===== src/rtl/spi_iap_pkg.sv =====
// Shared definitions for the IAP programmer SPI receive path.
package spi_iap_pkg;

  localparam int WORD_W_DEF      = 16;
  localparam int SYNC_STAGES_DEF = 2;

  typedef enum logic {
    IDLE  = 1'b0,
    SHIFT = 1'b1
  } state_e;

endpackage


===== src/rtl/spi_sync_edge.sv =====
// Multi-flop synchroniser for one asynchronous input, with rise/fall pulses
// derived from the last synchroniser stage and one extra registered copy.
module spi_sync_edge #(
  parameter int   SYNC_STAGES = 2,
  parameter logic RST_VAL     = 1'b0
) (
  input  logic clk,
  input  logic rst,
  input  logic din,
  output logic dout,
  output logic rise,
  output logic fall
);

  logic [SYNC_STAGES-1:0] sync_q;
  logic                   prev_q;

  // Shift the raw input through the synchroniser chain and keep one delayed copy.
  always_ff @(posedge clk or posedge rst) begin
    if (rst) begin
      sync_q <= {SYNC_STAGES{RST_VAL}};
      prev_q <= RST_VAL;
    end else begin
      sync_q <= {sync_q[SYNC_STAGES-2:0], din};
      prev_q <= sync_q[SYNC_STAGES-1];
    end
  end

  assign dout = sync_q[SYNC_STAGES-1];
  assign rise = dout & ~prev_q;
  assign fall = ~dout & prev_q;

endmodule


===== src/rtl/spi_rx_framer.sv =====
// SPI mode-0 slave front end: oversamples SCK/CS/MOSI in the PCLK domain,
// deserialises MSB-first words into a one-word hold register that feeds the
// word FIFO, and shifts a status word out on MISO in parallel.
module spi_rx_framer
  import spi_iap_pkg::*;
#(
  parameter int WORD_W      = WORD_W_DEF,
  parameter int SYNC_STAGES = SYNC_STAGES_DEF
) (
  input  logic              PCLK,
  input  logic              PRESET,
  input  logic              spi_sck,
  input  logic              spi_cs_n,
  input  logic              spi_mosi,
  output logic              spi_miso,
  output logic              spi_miso_oe,
  input  logic [WORD_W-1:0] tx_word,
  input  logic              fifo_full,
  output logic              fifo_wr_en,
  output logic [WORD_W-1:0] fifo_wr_data,
  output logic [15:0]       word_cnt,
  output logic              frame_done,
  output logic              rx_overflow,
  output logic              frame_err,
  input  logic              err_clr,
  output logic              busy
);

  localparam int                CNT_W    = $clog2(WORD_W);
  localparam logic [CNT_W-1:0]  LAST_BIT = CNT_W'(WORD_W - 1);

  // Synchronised levels and edge pulses
  logic sck_lvl_unused, sck_rise, sck_fall;
  logic cs_sync, cs_rise, cs_fall;
  logic mosi_sync, mosi_rise_unused, mosi_fall_unused;

  spi_sync_edge #(.SYNC_STAGES(SYNC_STAGES), .RST_VAL(1'b0)) u_sync_sck (
    .clk(PCLK), .rst(PRESET), .din(spi_sck),
    .dout(sck_lvl_unused), .rise(sck_rise), .fall(sck_fall)
  );

  spi_sync_edge #(.SYNC_STAGES(SYNC_STAGES), .RST_VAL(1'b1)) u_sync_cs (
    .clk(PCLK), .rst(PRESET), .din(spi_cs_n),
    .dout(cs_sync), .rise(cs_rise), .fall(cs_fall)
  );

  spi_sync_edge #(.SYNC_STAGES(SYNC_STAGES), .RST_VAL(1'b0)) u_sync_mosi (
    .clk(PCLK), .rst(PRESET), .din(spi_mosi),
    .dout(mosi_sync), .rise(mosi_rise_unused), .fall(mosi_fall_unused)
  );

  state_e state_q, state_d;

  // Control strobes decoded from state and edges
  logic start_frame, end_frame, bit_rise, bit_fall, word_done, partial, push;

  // Datapath registers
  logic [CNT_W-1:0]  bit_cnt_q,    bit_cnt_d;
  logic [WORD_W-2:0] rx_shift_q,   rx_shift_d;
  logic [WORD_W-1:0] tx_shift_q,   tx_shift_d;
  logic              miso_q,       miso_d;
  logic [WORD_W-1:0] hold_reg_q,   hold_reg_d;
  logic              hold_valid_q, hold_valid_d;
  logic [15:0]       word_cnt_q,   word_cnt_d;
  logic              frame_done_q, frame_done_d;
  logic              ovf_q,        ovf_d;
  logic              ferr_q,       ferr_d;

  // FSM state register.
  always_ff @(posedge PCLK or posedge PRESET) begin
    if (PRESET) state_q <= IDLE;
    else        state_q <= state_d;
  end

  // FSM next state: a frame spans the synchronised CS-low window.
  always_comb begin
    state_d = state_q;
    case (state_q)
      IDLE:    if (cs_fall) state_d = SHIFT;
      SHIFT:   if (cs_rise) state_d = IDLE;
      default: state_d = IDLE;
    endcase
  end

  // FSM outputs: SCK edges only count inside a frame.
  always_comb begin
    start_frame = (state_q == IDLE)  && cs_fall;
    end_frame   = (state_q == SHIFT) && cs_rise;
    bit_rise    = (state_q == SHIFT) && sck_rise;
    bit_fall    = (state_q == SHIFT) && sck_fall;
    word_done   = bit_rise && (bit_cnt_q == LAST_BIT);
    // A rise that does not complete a word still leaves a partial word behind.
    partial     = end_frame && !word_done && (bit_rise || (bit_cnt_q != '0));
    push        = hold_valid_q && !fifo_full;
  end

  // Datapath next state: shifting, word hand-off, push accounting and error flags.
  always_comb begin
    bit_cnt_d    = bit_cnt_q;
    rx_shift_d   = rx_shift_q;
    tx_shift_d   = tx_shift_q;
    miso_d       = miso_q;
    hold_reg_d   = hold_reg_q;
    hold_valid_d = hold_valid_q;
    word_cnt_d   = word_cnt_q;
    frame_done_d = end_frame;
    ovf_d        = ovf_q;
    ferr_d       = ferr_q;

    // MSB goes out right away so it is valid before the first SCK rise.
    if (start_frame) begin
      tx_shift_d = {tx_word[WORD_W-2:0], 1'b0};
      miso_d     = tx_word[WORD_W-1];
      bit_cnt_d  = '0;
    end

    if (bit_rise) begin
      rx_shift_d = {rx_shift_q[WORD_W-3:0], mosi_sync};
      bit_cnt_d  = bit_cnt_q + 1'b1;
    end

    if (bit_fall) begin
      miso_d     = tx_shift_q[WORD_W-1];
      tx_shift_d = {tx_shift_q[WORD_W-2:0], 1'b0};
    end

    if (push) begin
      hold_valid_d = 1'b0;
      if (word_cnt_q != 16'hFFFF) word_cnt_d = word_cnt_q + 16'd1;
    end

    if (start_frame) word_cnt_d = '0;

    // Completed word: either take the hold slot or, if it is occupied, drop it.
    if (word_done) begin
      bit_cnt_d  = '0;
      tx_shift_d = tx_word;
      if (hold_valid_q) begin
        ovf_d = 1'b1;
      end else begin
        hold_reg_d   = {rx_shift_q, mosi_sync};
        hold_valid_d = 1'b1;
      end
    end

    // A partial word at CS release is simply forgotten.
    if (end_frame) bit_cnt_d = '0;

    // Clear first so that a same-cycle error event wins.
    if (err_clr) begin
      if (!(word_done && hold_valid_q)) ovf_d = 1'b0;
      if (!partial)                     ferr_d = 1'b0;
    end
    if (partial) ferr_d = 1'b1;
  end

  // Datapath registers; reset drops any held word.
  always_ff @(posedge PCLK or posedge PRESET) begin
    if (PRESET) begin
      bit_cnt_q    <= '0;
      rx_shift_q   <= '0;
      tx_shift_q   <= '0;
      miso_q       <= 1'b0;
      hold_reg_q   <= '0;
      hold_valid_q <= 1'b0;
      word_cnt_q   <= '0;
      frame_done_q <= 1'b0;
      ovf_q        <= 1'b0;
      ferr_q       <= 1'b0;
    end else begin
      bit_cnt_q    <= bit_cnt_d;
      rx_shift_q   <= rx_shift_d;
      tx_shift_q   <= tx_shift_d;
      miso_q       <= miso_d;
      hold_reg_q   <= hold_reg_d;
      hold_valid_q <= hold_valid_d;
      word_cnt_q   <= word_cnt_d;
      frame_done_q <= frame_done_d;
      ovf_q        <= ovf_d;
      ferr_q       <= ferr_d;
    end
  end

  assign spi_miso     = miso_q;
  assign spi_miso_oe  = ~cs_sync;
  assign fifo_wr_en   = push;
  assign fifo_wr_data = hold_reg_q;
  assign word_cnt     = word_cnt_q;
  assign frame_done   = frame_done_q;
  assign rx_overflow  = ovf_q;
  assign frame_err    = ferr_q;
  assign busy         = (state_q == SHIFT) || hold_valid_q;

endmodule


===== config.mk =====
export PLATFORM = sky130hd
export DESIGN_NAME = spi_rx_framer
export DESIGN_NICKNAME = d
export VERILOG_FILES = /design/src/rtl/spi_iap_pkg.sv /design/src/rtl/spi_sync_edge.sv /design/src/rtl/spi_rx_framer.sv
export SDC_FILE = /design/constraint.sdc
export NUM_CORES = 1
export LEC_CHECK = 0
export ABC_AREA = 1
export CORE_MARGIN = 2
export CORE_UTILIZATION = 30
export DETAILED_ROUTE_END_ITERATION = 8
export PLACE_DENSITY = 0.53
export SLEW_MARGIN = 10
export SYNTH_ARGS = -nofsm -noshare
export SYNTH_HDL_FRONTEND = slang
export SYNTH_SLANG_ARGS = --single-unit

===== constraint.sdc =====
create_clock -name PCLK -period 2.3 [get_ports PCLK]
set_input_delay 0.345 -clock PCLK [delete_from_list [all_inputs] [get_ports PCLK]]
set_output_delay 0.345 -clock PCLK [all_outputs]
set_load 0.005 [all_outputs]

==> results of run 1 <==
[per-stage QoR]
step | util, % | cells | power [µW] | instance area, µm² | worst slack (ns)
finish | 40.6 | 689 | 3760 | 4910 | 0.403
global route | 40.6 | 689 | 3980 | 4910 | 0.205
CTS | 40.6 | 689 | 3820 | 4910 | 0.370
global placement | 37.9 | 673 | 2210 | 4580 | 0.435
floorplan | - | 450 | 2020 | 3750 | 0.771
detailed placement | 37.9 | 673 | 2230 | 4580 | 0.427
[sequential cells by signal, indices dropped and copies added, names as in the netlist]
signal,count
u_sync_cs.sync_q,2
tx_shift_q,16
u_sync_sck.sync_q,2
word_cnt,16
frame_err,1
state_q,1
u_sync_cs.prev_q,1
bit_cnt_q,4
u_sync_sck.prev_q,1
frame_done,1
rx_shift_q,15
hold_valid_q,1
spi_miso,1
fifo_wr_data,16
u_sync_mosi.sync_q,2
rx_overflow,1
[Yosys cell counts]
| cell type | count | share of area (%) |
|---|---|---|
| dfstp_2 | 3 | 2.1 |
| o21ai_4 | 1 | 0.43 |
| a21oi_1 | 2 | 0.27 |
| nand3_2 | 1 | 0.27 |
| nand2_2 | 4 | 0.67 |
| o22ai_1 | 11 | 1.8 |
| o211ai_1 | 5 | 1.0 |
| nor4_1 | 1 | 0.17 |
| nand2_1 | 119 | 12 |
| ha_1 | 3 | 1.0 |
| buf_4 | 1 | 0.20 |
| inv_2 | 3 | 0.30 |
| inv_1 | 54 | 5.4 |
| o21ai_1 | 23 | 3.1 |
| nand2_4 | 1 | 0.30 |
| nand3_1 | 16 | 2.1 |
| clkbuf_1 | 7 | 0.70 |
| or2_2 | 1 | 0.17 |
| buf_6 | 1 | 0.30 |
| nor3_1 | 2 | 0.27 |
| nor2_4 | 1 | 0.30 |
| a31oi_1 | 1 | 0.17 |
| clkinv_2 | 1 | 0.13 |
| nor2_2 | 3 | 0.50 |
| o21bai_1 | 2 | 0.40 |
| nand4_1 | 9 | 1.5 |
| nor2_1 | 35 | 3.5 |
| o21ai_0 | 49 | 6.6 |
| buf_2 | 6 | 0.80 |
| dfrtp_1 | 78 | 52 |
| xor2_1 | 6 | 1.4 |
[routing by layer]
metal  share of wire, %  global-route usage (%)
met1                 49                    19.5
met2                 44                    21.1
met3                5.4                    3.97
met4                1.3                    4.76
met5                  0                       0
[critical path, delay by kind of cell (launching register included)]
kind | cells | cell delay (ns)
buf+inv | 2 | 0.66
flops | 1 | 0.32
simple gates | 1 | 0.23
[path summary, 6_finish.rpt]
check,start,end,slack [ns],depth (start not counted)
setup / recovery,hold_valid_q,fifo_wr_en,0.40,3
hold / removal,u_sync_mosi.sync_q[0],u_sync_mosi.sync_q[1],0.35,0
setup reg to reg,bit_cnt_q[0],tx_shift_q[4],0.47,7
hold reg to reg,u_sync_mosi.sync_q[0],u_sync_mosi.sync_q[1],0.35,0
max in group asynchronous,PRESET,u_sync_cs.sync_q[0],1.26,3
min in group asynchronous,PRESET,rx_shift_q[13],0.45,2
[logic make-up after synthesis]
kind of cell / share of synthesized area (%)
XOR/XNOR: 1.40
adder cells (fa/ha/maj): 1.00
AO/OA/AOI/OAI: 13.7
AND/OR/NAND/NOR: 21.7
buffers and inverters: 7.86
flip-flops: 54.3
[placed cells by master (no fill, tap or decap), types with 6 or more instances in the layout]
master           instances
dfrtp_1                 78
nand3_1                 16
inv_1                   53
nand4_1                  9
o21ai_0                 49
nand2_1                119
xor2_1                   6
clkdlybuf4s50_1         61
buf_4                    7
o22ai_1                 11
nor2_1                  35
clkbuf_16                9
o21ai_1                 23
[where the power goes]
| part | total (µW) | leakage (µW) | switching, µW | internal (µW) |
|---|---|---|---|---|
| combinational | 510 | 0.000958 | 294 | 216 |
| clock | 1570 | 0.000159 | 584 | 984 |
| sequential | 1680 | 0.00107 | 82.9 | 1600 |
[final cells by class]
class                   count  area share, %
inverters                  58           4.53
repair buffers             70           14.3
well taps                 168           4.28
clock buffers              10           4.86
multi-input cells         296           28.9
flip-flops and latches     81           41.3
clock inverters             6           1.83
==> metrics.cfg, run 1 <==
[timing]
setup_tns_ns=0
hold_viol=0
fin_crit_sh_pct=82.5
worst_slew_margin_rel_pct=54.6
fmax_mhz=527
min_period_ns=1.90
finalSetupViolations=0
hold_ws_ns=0.348
rsz0062_at_grt=false
maxSlewViolCount=0
tightest_slew_ns=0.679
fin_skew_ns=0.00704

[clock_network]
post_cts_resized=0
clkLatencyLatePin_ns=0.33
cts_tree=yes
post-cts-setup-buffers=0
clkSinkCount=81
htreeDepth=3
cts_root_buf=clkbuf_16
holdBufCountCts=0
cts_buffers=9
clk_pin_slew_ns=0.06
cts_buffer_depth=2

[placed_design]
gp_congestion=0.793
io_buffers=61
dp.final_hpwl_um=6110

[detailed_routing]
first_pass_iters=5
via_per_inst=4.46
routed_wl_um=8690
first_iter_violations=176
wire_per_inst_um=12.6
via_count=3075
postRouteAntennaNets=0
route.detailed.drc=0

[die]
die_h_um=116
core-area_um2=12100
rows=40
ios=62
dieArea_um2=13400
initial_core_util_pct=30.9
die_w_um=116

[critical_path]
critPathCaptureType=output pin
critical_path_required_ns=1.96
worstSetupStartpointType=flop
cp_cell_sequence=inv_1 -> nor2_2 -> clkdlybuf4s50_1
arrival_ns=1.55
max_stage_delay_ns=0.54
path_class=reg -> out
crit_fanout=6
worst_path_max_delay_cell=clkdlybuf4s50_1

[global_routing]
grt_antenna_before_repair=0
first_global_vias=3062
grt_max_degree=33
grt_pass1_wl_um=14800
grt.total_usage_pct=14.0
grt_remaining_overflow=0

[power_and_ir_drop]
p_per_area_nw_per_um2=765
max-vdd-ir-drop_uv=282
p_leak_uw=0.00219

[synth]
yosysSeqAreaShare_pct=54.3
syn_area_per_cell_um2=8.32
synth_cell_types=31
synth_nets=476
syn_inst=450
ys_ff_latch=81
yosysWarnings=0
syn_area_um2=3740

[layout]
fill_cells=1245
regArea_um2=2030
multi_input_area_um2=1420
syn2layout_area_growth_pct=31.3
drive_gt1_share_pct=8.64
nets=542
n_antenna_cell=0

[job]
maxCapViolCount=0

[status]
outcome=finished clean

[min_path]
hold_path.class=reg -> reg

Power figures use the tool's default switching activity.
==> run 2: changes to the inputs <==
clock period = 1.7 ns   (was 2.3 ns; I/O delays follow)
==> run 2 against run 1 <==
Compared with the run above: clock power rose by 27%; critical path depth fell by 2; global-route usage increased by 0.21 points; non-clock buffer count grew 10; combinational power up 44%; sequential share of layout area down 0.55 points; clock skew fell by 0.0018 ns; count of clock-buffer cells in the layout up 1; register-to-register slack got worse by 0.31 ns; setup slack got worse by 0.30 ns; die area unchanged; critical endpoint is now word_cnt[6]; highest routed layer unchanged.
==> metrics.cfg, run 2 (synthesized netlist as in run 1, its figures left out) <==
[status]
outcome=finished clean

[die]
dieArea_um2=13400  ; unchanged
die_w_um=116  ; unchanged
ios=62  ; unchanged
die_h_um=116  ; unchanged
rows=40  ; unchanged
initial_core_util_pct=30.9  ; unchanged
core-area_um2=12100  ; unchanged

[timing]
hold_viol=0  ; unchanged
worst_slew_margin_rel_pct=70.6  ; +16 points
setup_tns_ns=0  ; unchanged
fmax_mhz=627
maxSlewViolCount=0  ; unchanged
rsz0062_at_grt=false
tightest_slew_ns=0.442  ; -0.237 ns
fin_skew_ns=0.00520  ; -0.00184 ns
min_period_ns=1.60
fin_crit_sh_pct=93.9
finalSetupViolations=0  ; unchanged

[clock_network]
clkSinkCount=81  ; unchanged
cts_root_buf=clkbuf_16
cts_buffers=9  ; unchanged
htreeDepth=3  ; unchanged
clk_pin_slew_ns=0.06  ; about the same
cts_buffer_depth=2  ; unchanged
holdBufCountCts=0  ; unchanged
clkLatencyLatePin_ns=0.35  ; +0.02 ns
cts_tree=yes

[critical_path]
crit_fanout=5  ; -1
critPathCaptureType=output pin
cp_cell_sequence=clkdlybuf4s50_1
worst_path_max_delay_cell=clkdlybuf4s50_1
critical_path_required_ns=1.44  ; -0.52 ns
path_class=reg -> out
worstSetupStartpointType=flop
max_stage_delay_ns=0.55  ; about the same
arrival_ns=1.34  ; -0.21 ns
critical_path.startpoint=word_cnt[6]
crit_buf_inv=1  ; -1
timing.rr.start=word_cnt[0]
critical-path-top-delay-family=buffers and inverters

[layout]
drive_gt1_share_pct=10.9  ; +2.3 points
finalNonFillerCells=699  ; +1.5%
n_antenna_cell=0  ; unchanged
nets=552  ; +1.8%
syn2layout_area_growth_pct=33.1
layout_commonest_cell=nand2_1
final_cell_mix=nand2_1, dfrtp_1, clkdlybuf4s50_1, inv_1, o21ai_0
fill_cells=1264  ; +1.5%

[power_and_ir_drop]
p_leak_uw=0.00224  ; +2.3%
max-vdd-ir-drop_uv=367  ; +30%
p_per_area_nw_per_um2=1000  ; +31%

[global_routing]
grt.total_usage_pct=14.2  ; +0.21 points
grt_remaining_overflow=0  ; unchanged
grt_antenna_before_repair=0  ; unchanged
grt_pass1_wl_um=14900  ; +0.85%
first_global_vias=3071  ; +0.29%
grt_max_degree=82  ; +150%

[detailed_routing]
postRouteAntennaNets=0  ; unchanged
route.detailed.drc=0  ; unchanged
via_count=3141  ; +2.1%
first_pass_iters=4  ; -1
first_iter_violations=241  ; +37%
routed_wl_um=8670  ; -0.18%
via_per_inst=4.49  ; +0.69%
wire_per_inst_um=12.4  ; -1.6%

[placed_design]
dp.final_hpwl_um=5870  ; -4.1%
gp_congestion=0.801  ; +1.0%
io_buffers=61  ; unchanged
placedCellCount=680  ; +1.0%

[min_path]
hp-start=spi_cs_n
hold_path.class=in -> reg

[job]
maxCapViolCount=0  ; unchanged

[run 2: cell count changes in the layout (fill, tap and decap cells not counted), moves of 2 or more]
| cell | change |
|---|---|
| buf_4 | +10 |
| clkdlybuf4s50_1 | -3 |
| clkinv_2 | -2 |
| dlygate4sd2_1 | +2 |
[run 2: final timing paths]
| path | end | slack [ns] | cells after the start |
|---|---|---|---|
| max in group asynchronous | u_sync_cs.sync_q[0] | 0.93 | 3 |
| worst max-delay path | word_cnt[6] | 0.10 | 1 |
| min in group asynchronous | frame_err | 0.39 | 3 |
| worst min-delay path | u_sync_cs.sync_q[0] | 0.32 | 1 |
| worst max register to register | word_cnt[9] | 0.16 | 9 |
| worst min register to register | u_sync_mosi.sync_q[1] | 0.35 | 0 |
[run 2: layout make-up]
class                           count  area (µm²)  share of cell area [%]
Clock inverter                      5        63.8                    1.28
Clock buffer                       11         243                    4.87
Timing Repair Buffer               80         778                    15.6
Tap cell                          168         210                    4.22
Inverter                           58         228                    4.57
Multi-Input combinational cell    296        1430                    28.7
Sequential cell                    81        2030                    40.8
[run 2: power breakdown]
| part | leakage [µW] | switching, µW | internal (µW) | total (µW) |
|---|---|---|---|---|
| logic | 0.00102 | 413 | 318 | 732 |
| clock network | 0.000146 | 814 | 1190 | 2000 |
| registers | 0.00107 | 108 | 2160 | 2270 |
| total | 0.00224 | 1330 | 3670 | 5010 |
[run 2: timing repair]
item / in CTS / in global routing
setup buffers: 2 / 1
pin swaps: 1 / 0
gates resized for setup: 3 / 6
setup endpoints to repair: 2 / 27
[run 2: through the flow]
| stage | utilization [%] | worst slack, ns | hold WS (ns) | power, µW | instance area (µm²) |
|---|---|---|---|---|---|
| 2_1_floorplan | - | 0.171 | 0.259 | 2730 | 3750 |
| 3_3_place_gp | 38.3 | 0.143 | 0.336 | 3010 | 4640 |
| 4_1_cts | 41.0 | 0.0167 | 0.307 | 5060 | 4960 |
| 3_5_place_dp | 38.3 | 0.0929 | 0.340 | 3030 | 4640 |
| 5_1_grt | 41.1 | 0.00776 | 0.314 | 5300 | 4980 |
| 6_report | 41.1 | 0.104 | 0.319 | 5010 | 4980 |
[run 2: layer usage]
layer | up-vias | share of wire, % | global-route usage, %
met1 | 1447 | 50 | 19.9
met3 | 12 | 5.3 | 3.77
met2 | 70 | 43 | 20.4
met4 | 0 | 2.2 | 7.30
met5 | - | 0 | 0
li1 | 1612 | - | -
==> run 3: changes to the inputs <==
CORE_MARGIN = not set   (was 2)
==> run 3 against run 2 <==
Compared with the run above: sequential power about the same; critical path depth increased by 2; setup slack worse by 0.030 ns; utilization grew 0.51 points; hold slack better by 0.00067 ns; via count fell by 0.45%; clock skew shrank 0.0011 ns; global-route usage increased by 0.091 points; count of clock-buffer cells in the layout shrank 2; first-iteration DRC count fell by 29%.
==> metrics.cfg, run 3 (synthesized netlist as in run 1, its figures left out) <==
[status]
outcome=finished clean

[clock_network]
cts_tree=yes
cts_root_buf=clkbuf_16
clkLatencyLatePin_ns=0.34  ; about the same
htreeDepth=3  ; unchanged
cts_buffer_depth=2  ; unchanged
clk_pin_slew_ns=0.06  ; about the same
clkSinkCount=81  ; unchanged
holdBufCountCts=0  ; unchanged
post-cts-setup-buffers=0  ; -2
cts_buffers=9  ; unchanged

[power_and_ir_drop]
switching_power_uw=1320  ; -0.99%
max-vdd-ir-drop_uv=389  ; +5.8%
internal_power_uw=3910  ; +6.5%
p_clk_share_pct=42.7  ; +2.7 points
power.share.combinational_pct=13.8  ; -0.8 points
swShare_pct=25.3  ; -1.4 points
p_leak_uw=0.00226  ; +1.0%
p_per_area_nw_per_um2=1040  ; +3.7%
power_frac_seq_pct=43.5  ; -1.9 points

[placed_design]
io_buffers=61  ; unchanged
dpl_cell_area_um2=4660  ; +0.59%
placedCellCount=682  ; +0.29%
dp.final_hpwl_um=5930  ; +1.1%
gp_congestion=0.806  ; +0.54%

[detailed_routing]
routed_wl_um=8530  ; -1.6%
route.detailed.drc=0  ; unchanged
wl_met2_um=3660  ; -1.6%
postRouteAntennaNets=0  ; unchanged
via_per_inst=4.47  ; -0.45%
wl_met3_um=406  ; -12%
via_count=3127  ; -0.45%
first_pass_iters=6  ; +2
wire_per_inst_um=12.2  ; -1.6%
dr.max_layer_used=met4
first_iter_violations=171  ; -29%
wl_met1_um=4290  ; -0.33%

[timing]
fin_skew_ns=0.00410  ; -0.00110 ns
finalSetupViolations=0  ; unchanged
maxSlewViolCount=0  ; unchanged
setup_tns_ns=0  ; unchanged
tightest_slew_ns=0.367  ; -0.0741 ns
fin_crit_sh_pct=95.7  ; +1.8 points
rsz0062_at_grt=false
worst_slew_margin_rel_pct=75.3  ; +4.8 points
hold_viol=0  ; unchanged
fmax_mhz=615  ; -1.9%
min_period_ns=1.63  ; +0.0304 ns

[global_routing]
grt_remaining_overflow=0  ; unchanged
grt.total_usage_pct=14.3  ; +0.091 points
grt_antenna_before_repair=1  ; +1
grt_max_degree=47  ; -43%
grt_pass1_wl_um=14400  ; -3.7%
first_global_vias=2927  ; -4.7%

[die]
dieArea_um2=12900  ; -3.4%
core-area_um2=12100  ; -0.41%
initial_core_util_pct=31.0  ; +0.13 points
ios=62  ; unchanged
rows=40  ; unchanged
die_h_um=114  ; -1.7%
die_w_um=114  ; -1.7%

[layout]
syn2layout_area_growth_pct=34.2
nets=551  ; -0.18%
regArea_um2=2030  ; about the same
finalNonFillerCells=699  ; unchanged
final_cell_mix=nand2_1, dfrtp_1, clkdlybuf4s50_1, inv_1, o21ai_0
drive_gt1_share_pct=10.8  ; -0.17 points
layout_commonest_cell=nand2_1
fill_cells=1199  ; -5.1%
multi_input_area_um2=1430  ; unchanged
design_area_um2=5020  ; +0.83%

[critical_path]
critPathCaptureType=output pin
path_class=reg -> out
cp_cell_sequence=inv_2 -> nand2_1 -> clkdlybuf4s50_1
max_stage_delay_ns=0.51  ; -0.04 ns
crit_buf_inv=2  ; +1
critical-path-top-delay-family=buffers and inverters
worstSetupStartpointType=flop
crit_fanout=4  ; -1
arrival_ns=1.37  ; +0.03 ns
worst_path_max_delay_cell=clkdlybuf4s50_1
critical_path_required_ns=1.44  ; about the same

[min_path]
hold_path.class=in -> reg

[job]
maxCapViolCount=0  ; unchanged

-- run 3: repair_timing --
action | 4_1_cts | 5_1_grt
endpoints found under the setup margin | 1 | 7
gates resized for setup | 1 | 6
hold endpoints to repair | 0 | 0
-- run 3: power by group through the flow --
stage | Clock (µW) | Combinational [µW] | Sequential (µW)
6_report | 2230 | 723 | 2280
2_1_floorplan | 0 | 448 | 2290
5_1_grt | 2360 | 827 | 2300
3_5_place_dp | 0 | 720 | 2310
4_1_cts | 2280 | 727 | 2280
3_3_place_gp | 0 | 705 | 2300
-- run 3: layer usage --
layer / up-vias / GRT usage (%)
met1: 1449 / 19.2
met2: 62 / 21.6
met3: 15 / 3.93
met4: 0 / 6.58
met5: - / 0
li1: 1601 / -
-- run 3: per-stage QoR --
step / power [µW] / utilization [%] / worst slack [ns] / hold WS, ns
after floorplan: 2730 / - / 0.171 / 0.259
after global placement: 3010 / 38.7 / 0.146 / 0.336
after detailed placement: 3030 / 38.7 / 0.149 / 0.341
after CTS: 5280 / 41.5 / 0.0275 / 0.309
after global routing: 5500 / 41.6 / 0.00270 / 0.314
final: 5230 / 41.6 / 0.0735 / 0.319
-- run 3: cell type report --
| type | instances | share of cell area (%) |
|---|---|---|
| Clock buffer | 9 | 4.48 |
| Clock inverter | 7 | 2.37 |
| Inverter | 58 | 4.43 |
| Tap cell | 168 | 4.18 |
| Timing Repair Buffer | 79 | 15.6 |
| Multi-Input combinational cell | 296 | 28.4 |
| Antenna cell | 1 | 0.0498 |
| Sequential cell | 81 | 40.4 |
-- run 3: final timing paths --
kind | cells after the start | end | slack (ns) | startpoint
setup / recovery | 3 | busy | 0.07 | state_q
setup reg to reg | 9 | word_cnt[11] | 0.16 | word_cnt[1]
hold reg to reg | 0 | u_sync_sck.sync_q[1] | 0.35 | u_sync_sck.sync_q[0]
hold / removal | 1 | u_sync_cs.sync_q[0] | 0.32 | spi_cs_n
max in group asynchronous | 3 | u_sync_cs.sync_q[0] | 1.08 | PRESET
min in group asynchronous | 3 | u_sync_sck.prev_q | 0.37 | PRESET
